<file path="src/rtl/arbitro_suma_productos_pkg.sv">
// Shared types and widths for the round-robin sum-of-products arbiter.
package arbitro_suma_productos_pkg;

    typedef enum logic [1:0] {
        REPOSO,
        EVALUA,
        ENTREGA
    } estadoT;

    localparam int OPERANDO_W = 4;
    localparam int CONTADOR_W = 16;

endpackage

</file>
<file path="src/rtl/suma_productos_nucleo.sv">
// Combinational 4-input sum-of-products evaluator: E[3]&E[2] | E[1]&E[0].
module suma_productos_nucleo
    import arbitro_suma_productos_pkg::*;
(
    input  logic [OPERANDO_W-1:0] Operando,
    output logic                  Valor
);

    assign Valor = (Operando[3] & Operando[2]) | (Operando[1] & Operando[0]);

endmodule

</file>
<file path="src/rtl/arbitro_suma_productos.sv">
// Round-robin arbiter sharing one sum-of-products evaluator among requesters.
// Optional delivery statistics enabled by defining SUMA_PRODUCTOS_ESTADISTICAS_EN.
module arbitro_suma_productos
    import arbitro_suma_productos_pkg::*;
#(
    parameter int NUM_SOLICITANTES = 4,
    parameter int ID_W             = $clog2(NUM_SOLICITANTES)
) (
    input  logic                                  Reloj,
    input  logic                                  Reset_n,
    input  logic [NUM_SOLICITANTES-1:0]           Solicitud,
    input  logic [OPERANDO_W*NUM_SOLICITANTES-1:0] Entrada,
    output logic [NUM_SOLICITANTES-1:0]           Concesion,
    output logic                                  Resultado_Valido,
    input  logic                                  Resultado_Listo,
    output logic                                  Resultado,
    output logic [ID_W-1:0]                       Resultado_Id
`ifdef SUMA_PRODUCTOS_ESTADISTICAS_EN
    ,
    output logic [CONTADOR_W-1:0]                 Contador_Entregas,
    output logic [CONTADOR_W-1:0]                 Contador_Unos
`endif
);

    estadoT                estado, estadoSig;
    logic [ID_W-1:0]       ultimo, ganador, idCapturado;
    logic                  hayGanador, puedeConceder, concede;
    logic [OPERANDO_W-1:0] operando;
    logic                  evaluado;

    // Search starts just after the last winner and wraps around.
    always_comb begin
        int idx;
        idx        = 0;
        ganador    = '0;
        hayGanador = 1'b0;
        for (int k = 1; k <= NUM_SOLICITANTES; k++) begin
            idx = (int'(ultimo) + k) % NUM_SOLICITANTES;
            if (!hayGanador && Solicitud[ID_W'(idx)]) begin
                hayGanador = 1'b1;
                ganador    = ID_W'(idx);
            end
        end
    end

    assign puedeConceder = (estado == REPOSO) || (estado == ENTREGA && Resultado_Listo);
    assign concede       = puedeConceder && hayGanador;

    always_comb begin
        Concesion = '0;
        if (concede) Concesion[ganador] = 1'b1;
    end

    always_comb begin
        estadoSig = estado;
        case (estado)
            REPOSO:  if (concede) estadoSig = EVALUA;
            EVALUA:  estadoSig = ENTREGA;
            ENTREGA: if (Resultado_Listo) estadoSig = concede ? EVALUA : REPOSO;
            default: estadoSig = REPOSO;
        endcase
    end

    suma_productos_nucleo uNucleo (
        .Operando (operando),
        .Valor    (evaluado)
    );

    // Pointer starts at the last index so requester 0 wins first after reset.
    always_ff @(posedge Reloj or negedge Reset_n) begin
        if (!Reset_n) begin
            estado           <= REPOSO;
            ultimo           <= ID_W'(NUM_SOLICITANTES - 1);
            operando         <= '0;
            idCapturado      <= '0;
            Resultado        <= 1'b0;
            Resultado_Id     <= '0;
            Resultado_Valido <= 1'b0;
        end else begin
            estado <= estadoSig;
            if (concede) begin
                operando    <= Entrada[ganador*OPERANDO_W +: OPERANDO_W];
                idCapturado <= ganador;
                ultimo      <= ganador;
            end
            if (estado == EVALUA) begin
                Resultado        <= evaluado;
                Resultado_Id     <= idCapturado;
                Resultado_Valido <= 1'b1;
            end else if (estado == ENTREGA && Resultado_Listo) begin
                Resultado_Valido <= 1'b0;
            end
        end
    end

`ifdef SUMA_PRODUCTOS_ESTADISTICAS_EN
    always_ff @(posedge Reloj or negedge Reset_n) begin
        if (!Reset_n) begin
            Contador_Entregas <= '0;
            Contador_Unos     <= '0;
        end else if (Resultado_Valido && Resultado_Listo) begin
            Contador_Entregas <= Contador_Entregas + 1'b1;
            if (Resultado) Contador_Unos <= Contador_Unos + 1'b1;
        end
    end
`endif

endmodule

</file>
<file path="config.mk">
export PLATFORM = sky130hd
export DESIGN_NAME = arbitro_suma_productos
export DESIGN_NICKNAME = d
export VERILOG_FILES = /design/src/rtl/arbitro_suma_productos_pkg.sv /design/src/rtl/suma_productos_nucleo.sv /design/src/rtl/arbitro_suma_productos.sv
export SDC_FILE = /design/constraint.sdc
export NUM_CORES = 1
export LEC_CHECK = 0
export ABC_CLOCK_PERIOD_IN_PS = 3200
export CORE_MARGIN = 5
export CORE_UTILIZATION = 40
export CTS_CLUSTER_SIZE = 14
export DETAILED_ROUTE_END_ITERATION = 6
export PLACE_DENSITY_LB_ADDON = 0.15
export SLEW_MARGIN = 20
export SYNTH_ARGS = -nofsm -noshare
export SYNTH_HDL_FRONTEND = slang
export SYNTH_SLANG_ARGS = --single-unit
</file>
<file path="constraint.sdc">
create_clock -name Reloj -period 3.2 [get_ports Reloj]
set_input_delay 0.96 -clock Reloj [delete_from_list [all_inputs] [get_ports Reloj]]
set_output_delay 0.96 -clock Reloj [all_outputs]
set_load 0.02 [all_outputs]
</file>
== Word level (Yosys, flattened, before mapping) ==
Index checks and enable logic that the tools add are counted.
Widths: inputs -> output; s select.

* Multipliers: 0
* Shift-type cells: 1
* Muxes and demuxes: 29
* Bitwise logic cells: 3
* Div/mod/pow operators: 0
* $lt $le $gt $ge: 6
* Reduce and logical (&&, ||, !) cells: 13
* Equality and inequality tests: 4
* $add $sub $neg: 4

{| class="wikitable"
|+ Operators with widths
! cell !! count
|-
| $lt 2x4->1 const B || 4
|-
| $mux 1 || 16
|-
| $shiftx 16x5->4 || 1
|-
| $mux 2 || 6
|-
| $bmux 1 s2 || 4
|-
| $logic_and 1x1->1 || 6
|-
| $pmux 2 s3 || 1
|-
| $add 2x1->2 const B || 2
|-
| $add 2x2->2 const B || 2
|-
| $mux 4 || 1
|-
| $ne 2x2->1 const B || 2
|-
| $logic_not 1->1 || 3
|-
| $lt 2x3->1 const B || 1
|-
| $and 1x1->1 || 2
|-
| $demux 1 s2 || 1
|-
| $eq 2x1->1 const B || 1
|-
| $eq 2x2->1 const B || 1
|-
| $ge 2x1->1 const B || 1
|-
| $logic_not 2->1 || 1
|-
| $reduce_and 2->1 || 1
|-
| $reduce_bool 2->1 || 1
|-
| $logic_or 1x1->1 || 1
|-
| $or 1x1->1 || 1
|}

* Memory bits (writable): 0
* Memories: 0
* Word-level logic and storage cells: 67
* Memory bits (read-only): 0
* Latch bits: 0
* Register bits: 14
* Output and inout bits: 8

== Depth between registers and ports, before layout ==
* Depth after elaboration: 19
* Gate-level depth with buffers: 6
* Mapped depth without buffers: 5

== Modules after synthesis ==
A second synthesis with hierarchy kept.

* Cell total of the unflattened synthesis: 80
* Area total of the unflattened synthesis: 818.3 um2

{| class="wikitable"
|+ Modules (own cells, without submodules)
! module !! instances !! area each (um2) !! cells an instance
|-
| arbitro_suma_productos || 1 || 809.5 || 79
|-
| suma_productos_nucleo || 1 || 8.8 || 1
|}

== Worst setup path after synthesis ==
No wires, ideal clock.

* Path kind: in2out
* Start point: input Solicitud[2]
* End point: output Concesion[1]
* Arrival time: 2.101 ns
* Buffers on the path: 1
* Path slack: 0.139 ns
* Cell stages on the path: 5
* Path through: nand2b_1 -> a21oi_2 -> a211oi_2 -> buf_6 -> nor4_1

* Longest elaborated chain between the ends: 18
* Elaborated cells on any way between the ends: 33
* Those cells by class: order compare (2); mux (23); reduce/logical (8)

{| class="wikitable"
|+ RTL lines
! item !! RTL line !! source
|-
| start: declaration || arbitro_suma_productos.sv:11 || <nowiki>input logic [NUM_SOLICITANTES-1:0] Solicitud,</nowiki>
|-
| $bmux 1 s2 || arbitro_suma_productos.sv:39 || <nowiki>if (!hayGanador && Solicitud[ID_W'(idx)]) begin</nowiki>
|-
| $mux 1 (implied by the code) (2 in a row) || arbitro_suma_productos.sv:39 ||
|-
| $mux 1 || arbitro_suma_productos.sv:39 ||
|-
| $logic_not 1->1 || arbitro_suma_productos.sv:39 ||
|-
| $logic_and 1x1->1 || arbitro_suma_productos.sv:39 ||
|-
| $mux 1 || arbitro_suma_productos.sv:39 ||
|-
| $logic_not 1->1 || arbitro_suma_productos.sv:39 ||
|-
| $logic_and 1x1->1 || arbitro_suma_productos.sv:39 ||
|-
| $mux 1 || arbitro_suma_productos.sv:39 ||
|-
| $logic_not 1->1 || arbitro_suma_productos.sv:39 ||
|-
| $logic_and 1x1->1 || arbitro_suma_productos.sv:39 ||
|-
| $mux 2 || arbitro_suma_productos.sv:39 ||
|-
| $lt 2x3->1 (implied by the code) or $ge 2x1->1 (tied branches) || arbitro_suma_productos.sv:51 || <nowiki>if (concede) Concesion[ganador] = 1'b1;</nowiki>
|-
| $logic_and 1x1->1 (implied by the code) || arbitro_suma_productos.sv:51 ||
|-
| $mux 1 (implied by the code) || arbitro_suma_productos.sv:51 ||
|-
| $demux 1 s2 || arbitro_suma_productos.sv:51 ||
|-
| $mux 4 * || arbitro_suma_productos.sv:51 ||
|-
| end: declaration || arbitro_suma_productos.sv:13 || <nowiki>output logic [NUM_SOLICITANTES-1:0] Concesion,</nowiki>
|}

Mark *: on every way between the ends. The rest lies on a longest branch, timed or not. The select of a mux whose other input is x is not followed.

== Final worst setup path ==
* Start point: input Solicitud[3]
* End point: output Concesion[2]

The elaborated chain is that of the path after synthesis.

==> impl_summary.txt <==
----------------------------------------------------
[Clock tree]
  Clock net sink count ... 14
  TritonCTS Buffers ... 3
  Maximum number of buffers from clock root to sink ... 2
  Hold Buf Count CTS ... 0
  Clock-pin slew of the registers on the worst-case setup and hold paths ... ~0.080 ns
  TritonCTS clock tree ... yes
  Number of H-tree levels ... 1
  Library cell used as clock root buffer ... sky130_fd_sc_hd__clkbuf_4
  Skew-Pair Late Insertion Delay ... 0.27 ns

[Timing]
  Setup violations, final ... 0
  Max-slew violation count ... 0
  Remaining max-slew budget at the tightest pin ... 59.6%
  Highest Clock Rate ... 321 MHz
  Minimum clock period after layout ... 3.11 ns
  Worst-margin pin slew ... 0.605 ns
  Hold Vio Cnt, Final ... 0
  Worst Slack Setup Final ... ~0.09 ns
  Clock tree skew after final layout ... 0.00851 ns
  Period utilization ... between 90 and 100%

[Die]
  Top-level I/O count ... 31
  Floorplan die width ... 53.8 µm
  Die outline height ... 53.8 µm
  DIE AREA ... 0.00289 mm²
  FP Rows ... 15
  Initial standard-cell utilization of the core ... 43.4%
  Core Region ... 0.00176 mm²

[Finish]
  Filler-free cell count of the finished design ... 141
  Synth-to-layout area growth ... 54.2%
  Nets ... 140
  Diode count ... 0
  Fraction of layout instances using a drive strength above 1 ... 31.9%

[Synth]
  Average footprint of a synthesized cell ... 10.3 µm²
  Unique masters post-synth ... 29
  Proportion of synthesized flip-flops having asynchronous set or reset ... 100%
  Cell count after synthesis ... 74
  Most frequently used flop master after synthesis ... sky130_fd_sc_hd__dfrtp_1
  Total of warnings raised by yosys ... 0
  Number of flip-flops and latches in the synthesized netlist ... 14
  Total standard cell area after synthesis ... between 700 and 800 µm²
  Number of enable flip-flop cells after synthesis ... 0
  Post-synthesis net count ... 97
  Fraction of the yosys area taken by sequential cells ... approximately 46%

[Worst setup path]
  Reg2reg path depth ... 7
  Crit path DAT ... 2.15 ns
  CP Launch Type ... primary input
  Classification of the worst setup path ... in -> out
  Element type at the critical path end ... output pin
  Crit Reg-Reg Startpoint ... ultimo[0]
  Worst R2R Setup Slack ... about 1.3 ns
  Required time of the critical path ... 2.24 ns
  Critical path fanouts, max ... 4
  Reg2reg end ... operando[3]

[Status]
  Outcome ... complete, no violations

[Power]
  VDD IR max ... 0.000633 V
  Static leakage ... 0.548 nW
  Power density over the cells ... 870 mW/mm²

[Global routing]
  Maximum number of pins on one net before global-route repair ... 15
  Initial antenna violation count ... 0
  Wire length of the first global-routing pass ... roughly 3400 µm
  Via count of the first global-routing pass ... roughly 790
  Final global-route overflow total ... 0
  Total Routing Usage GR ... 16.2%

[Place]
  PortBufs ... 30
  Post-detailed-placement half-perimeter wirelength ... 1500 µm
  Placement-stage worst setup slack ... -0.620 ns
  Weighted congestion at the end of routability-driven global placement ... 0.753
  Number of instances in the placed design ... 134

[Detailed routing]
  Wirelength per Cell ... 13.5 µm
  Total routed wirelength ... 1910 µm
  1st-iter DRT viols ... 11
  Average vias per placed instance ... approximately 5.2
  Overall via count from detail_route ... 728
  Post-route antenna net violation count ... 0
  DRC ... 0
  Router iterations before antenna repair ... 4

[Worst hold path]
  Worst min-delay path category ... reg -> reg
  Hold worst-path end ... Resultado_Valido
  Start point of the worst hold path ... estado[1]
  Cells on Worst Hold Path ... 1

[Job]
  Max Cap Violations ... 0

----------------------------------------------------
## per-stage QoR
step	cell area [µm²]	TNS, ns	util (%)	power [W]	hold WS (ns)
6_report	1180	0	67.0	0.00103	0.461
5_1_grt	1180	-0.00998	67.0	0.00110	0.476
4_1_cts	1170	0	66.4	0.00102	0.460
3_5_place_dp	1130	-2.32	63.9	0.000898	0.448
3_3_place_gp	1130	-2.21	63.9	0.000883	0.450
2_1_floorplan	766	0	-	0.000688	0.432
## flip-flops by register name, summed over array words and instances, names as in the netlist
| name | cells |
|---|---|
| operando | 4 |
| Resultado_Id | 2 |
| estado | 2 |
| idCapturado | 2 |
| ultimo | 2 |
| Resultado | 1 |
| Resultado_Valido | 1 |
## power by group
part	switching [W]	internal, W
Sequential	0.0000722	0.000276
Combinational	0.000276	0.000300
Clock	0.0000552	0.0000482
Total	0.000403	0.000625
## synthesized netlist by cell type (all sizes together) (2+ instances only)
master | instances | share of area, %
dfstp | 2 | 6.9
inv | 5 | 2.4
nand2 | 10 | 5.2
nor3 | 2 | 2.0
mux2i | 8 | 10
buf | 2 | 2.9
mux2 | 2 | 2.9
nand2b | 3 | 2.8
dfrtp | 12 | 39
nor2 | 6 | 2.9
o22ai | 2 | 1.6
o21ai | 4 | 2.6
a21oi | 2 | 1.8
a21o | 2 | 2.0
o221ai | 4 | 4.6
## area by class of cell
class                      count  area (µm²)
tap                           25        31.3
inverter                       5        18.8
multi-input combinational     53         398
sequential                    14         353
timing repair buffer          40         354
clock buffer                   4        26.3
fill                         162         583
## how the worst max path moves through the flow
stage,startpoint,slack [ns],depth (start not counted),end
after floorplan,Solicitud[2],0.14,5,Concesion[1]
after global placement,Solicitud[1],-0.58,6,Concesion[1]
after detailed placement,Solicitud[3],-0.62,7,Concesion[3]
after CTS,Solicitud[2],0.10,7,Concesion[3]
after global routing,Solicitud[2],-0.01,7,Concesion[1]
final,Solicitud[3],0.09,7,Concesion[2]
## cell usage in the layout (no fill, tap or decap), types with 2 or more instances in the layout
master,n
sky130_fd_sc_hd__nor2_1,4
sky130_fd_sc_hd__mux2i_1,8
sky130_fd_sc_hd__dfstp_2,2
sky130_fd_sc_hd__dfrtp_1,12
sky130_fd_sc_hd__inv_2,2
sky130_fd_sc_hd__dlygate4sd2_1,5
sky130_fd_sc_hd__nand2_1,9
sky130_fd_sc_hd__inv_1,3
sky130_fd_sc_hd__buf_4,12
sky130_fd_sc_hd__o21ai_0,3
sky130_fd_sc_hd__nand2b_1,2
sky130_fd_sc_hd__clkdlybuf4s50_1,21
sky130_fd_sc_hd__mux2_2,2
sky130_fd_sc_hd__buf_2,2
sky130_fd_sc_hd__nor2_2,2
sky130_fd_sc_hd__nor3_2,2
sky130_fd_sc_hd__a21o_1,2
sky130_fd_sc_hd__o221ai_1,4
sky130_fd_sc_hd__clkbuf_4,3
## repair_timing
| action | CTS | global route |
|---|---|---|
| pin swaps | 5 | 3 |
| gates resized for setup | 30 | 1 |
| endpoints found under the setup margin | 4 | 1 |
| gates cloned | 0 | 0 |
| buffers inserted | 2 | 1 |
## worst max-delay path, cell delays in order
cell and delay, ns:
sky130_fd_sc_hd__dlygate4sd2_1 0.30, sky130_fd_sc_hd__inv_2 0.07, sky130_fd_sc_hd__o221a_2 0.32, sky130_fd_sc_hd__nor2_2 0.19, sky130_fd_sc_hd__nand2_2 0.08, sky130_fd_sc_hd__nor2_1 0.08, sky130_fd_sc_hd__buf_2 0.16
## metal layers
metal / global-route usage [%] / share of wire [%] / vias up
met5: 0 / 0 / -
met4: 7.66 / 1.3 / 0
met3: 3.88 / 6.5 / 2
met2: 26.6 / 49 / 23
met1: 19.7 / 44 / 349
li1: - / - / 354
## logic make-up (layout without fill, tap and decap cells)
group | Yosys count | in the layout | synth area share [%]
AND/OR/NAND/NOR | 24 | 24 | 15.9
buffers and inverters | 7 | 49 | 5.39
flip-flops | 14 | 14 | 46.1
AO/OA/AOI/OAI | 19 | 19 | 19.3
multiplexers | 10 | 10 | 13.4
No activity file was read; power rests on OpenSTA's default activity.
==> RTL edit, RTL diff (config.mk and constraints unchanged) <==
The parameter `NUM_SOLICITANTES` goes from 4 to 8.
--- a/src/rtl/arbitro_suma_productos.sv
+++ b/src/rtl/arbitro_suma_productos.sv
@@ -4,5 +4,5 @@
     import arbitro_suma_productos_pkg::*;
 #(
-    parameter int NUM_SOLICITANTES = 4,
+    parameter int NUM_SOLICITANTES = 8,
     parameter int ID_W             = $clog2(NUM_SOLICITANTES)
 ) (
Ports: changed (resized Concesion, Entrada, Resultado_Id and Solicitud); port bits go from 31 to 56. No check against the original RTL was run, so the function may have changed too.
==> RTL edit against the unedited design <==
The flow now finishes with violations (negative setup slack); global-route usage increased by 4.2 points; register-to-register slack got worse by 1.7 ns; via count increased to 2.8 times the old value; worst setup slack got worse by 1.2 ns; synthesized cell count increased to 2.7 times the old value; routed wire length increased to 3.5 times the old value; non-clock buffer count increased by 83; area after synthesis increased to 2.7 times the old value; final cell count increased to 2.7 times the old value; final area increased to 3.0 times the old value; critical path type is now reg2out; die area increased by 130%; sequential cell count increased by 3.
Power is not shown: default switching activity piles up to over one toggle a cycle in this logic, so the estimate is an artifact.
==> RTL edit: results (changes against the unedited design) <==
INFO  metric detailroute.wirelength.met2 = 3310 um (+260%)
INFO  metric finalClockSkew = 0.00287 ns (-0.00563 ns)
INFO  metric route.layer.met1.wl = 2980 um (+260%)
INFO  metric worst_skew_pair.late_latency = 0.24 ns (-0.03 ns)
INFO  metric clock-sinks = 17 (+3)
INFO  metric nonClkBufAreaFrac = 31.7% (+1.8 points)
INFO  metric finalSetupViolations = 16 (+16)
INFO  metric global_route.usage.met1 = 29.8% (+10 points)
INFO  metric cp_data_arrival_time = 3.39 ns (+1.24 ns)
INFO  metric num-nonclk-inverters = 7 (+2)
INFO  metric status = complete, but fails checks
INFO  metric post_synth_main_area_contributors = sky130_fd_sc_hd__dfrtp_1 (17%), sky130_fd_sc_hd__mux4_2 (16%), sky130_fd_sc_hd__mux2i_1 (11%), sky130_fd_sc_hd__mux2_4 (5.7%), sky130_fd_sc_hd__mux2_2 (4.3%)
INFO  metric dr_wl_met3 = 271 um (+120%)
INFO  metric drive_above_1_share = 56.4% (+25 points)
INFO  metric slowest_delay = 0.59 ns (+0.27 ns)
INFO  metric routabilityCongestion = 0.879 (+17%)
INFO  metric holdWs = 0.484 ns (+0.0233 ns)
INFO  metric synth_net_count = 242 (+150%)
INFO  metric first_global_vias = 2140 (+170%)
INFO  metric instances_no_fill = 382 (+170%)
INFO  metric hold_start = idCapturado[1]
INFO  metric crit_end = Concesion[5]
INFO  metric reg2reg_depth = 13 (+6)
INFO  metric total_of_fill_cells_in_the_finished_design = 401 (+150%)
INFO  metric clock_tree_area_fraction = 1.30% (-0.93 points)
INFO  metric post-route-util = 69.8% (+2.8 points)
INFO  metric finalWirelength = 6640 um (+250%)
INFO  metric post_synth_most_frequent_cells = sky130_fd_sc_hd__mux2i_1 (22), sky130_fd_sc_hd__nand2_1 (19), sky130_fd_sc_hd__nor2_1 (17)
INFO  metric dpl_hpwl = 4960 um (+230%)
INFO  metric final_critical_path_setup_slack = -1.15 ns (-1.24 ns)
INFO  metric placement.cell_area = 3160 um2 (+180%)
INFO  metric multi_input_comb_area = 1840 um2 (+360%)
INFO  metric critical-path-slowest-cell = sky130_fd_sc_hd__dfstp_2
INFO  metric reg2reg_slack = -0.47 ns (-1.73 ns)
INFO  metric crit_type = reg2out
INFO  metric placed_cells = 359 (+170%)
INFO  metric multi_input_cells = 161 (+200%)
INFO  metric cts.root.buffer_cell = sky130_fd_sc_hd__clkbuf_8
INFO  metric sink_of_the_worst_hold_path = idCapturado[1]
INFO  metric grt_pass1_wl = 10700 um (+220%)
INFO  metric max-slew-margin-rel = 52.4% (-7.2 points)
INFO  metric violations_in_the_final_reports = negative setup slack
RTL edit: changes by cell type after synthesis, moves of 4 or more:
cell,delta
sky130_fd_sc_hd__nand2_1,+10
sky130_fd_sc_hd__nor2b_1,+4
sky130_fd_sc_hd__mux2_2,+6
sky130_fd_sc_hd__mux4_2,+15
sky130_fd_sc_hd__mux2i_1,+14
sky130_fd_sc_hd__nor2_1,+11
sky130_fd_sc_hd__mux2_4,+8
RTL edit: cells by family (layout without fill, tap and decap cells):
group                    count (synthesis)  in the layout  synth area share (%)
XOR/XNOR                                 3              3                  1.61
AND/OR/NAND/NOR                         63             63                  15.8
buffers and inverters                   19            134                  6.99
adder cells (fa/ha/maj)                  2              2                  1.20
flip-flops                              17             17                  20.5
AO/OA/AOI/OAI                           37             37                  15.4
multiplexers                            56             56                  38.6
RTL edit: timing repair:
item                       4_1_cts  5_1_grt
pin swaps                       12       19
gates resized for setup         95       32
cloned                           0        0
setup endpoints to repair       18       18
buffers inserted                14        7
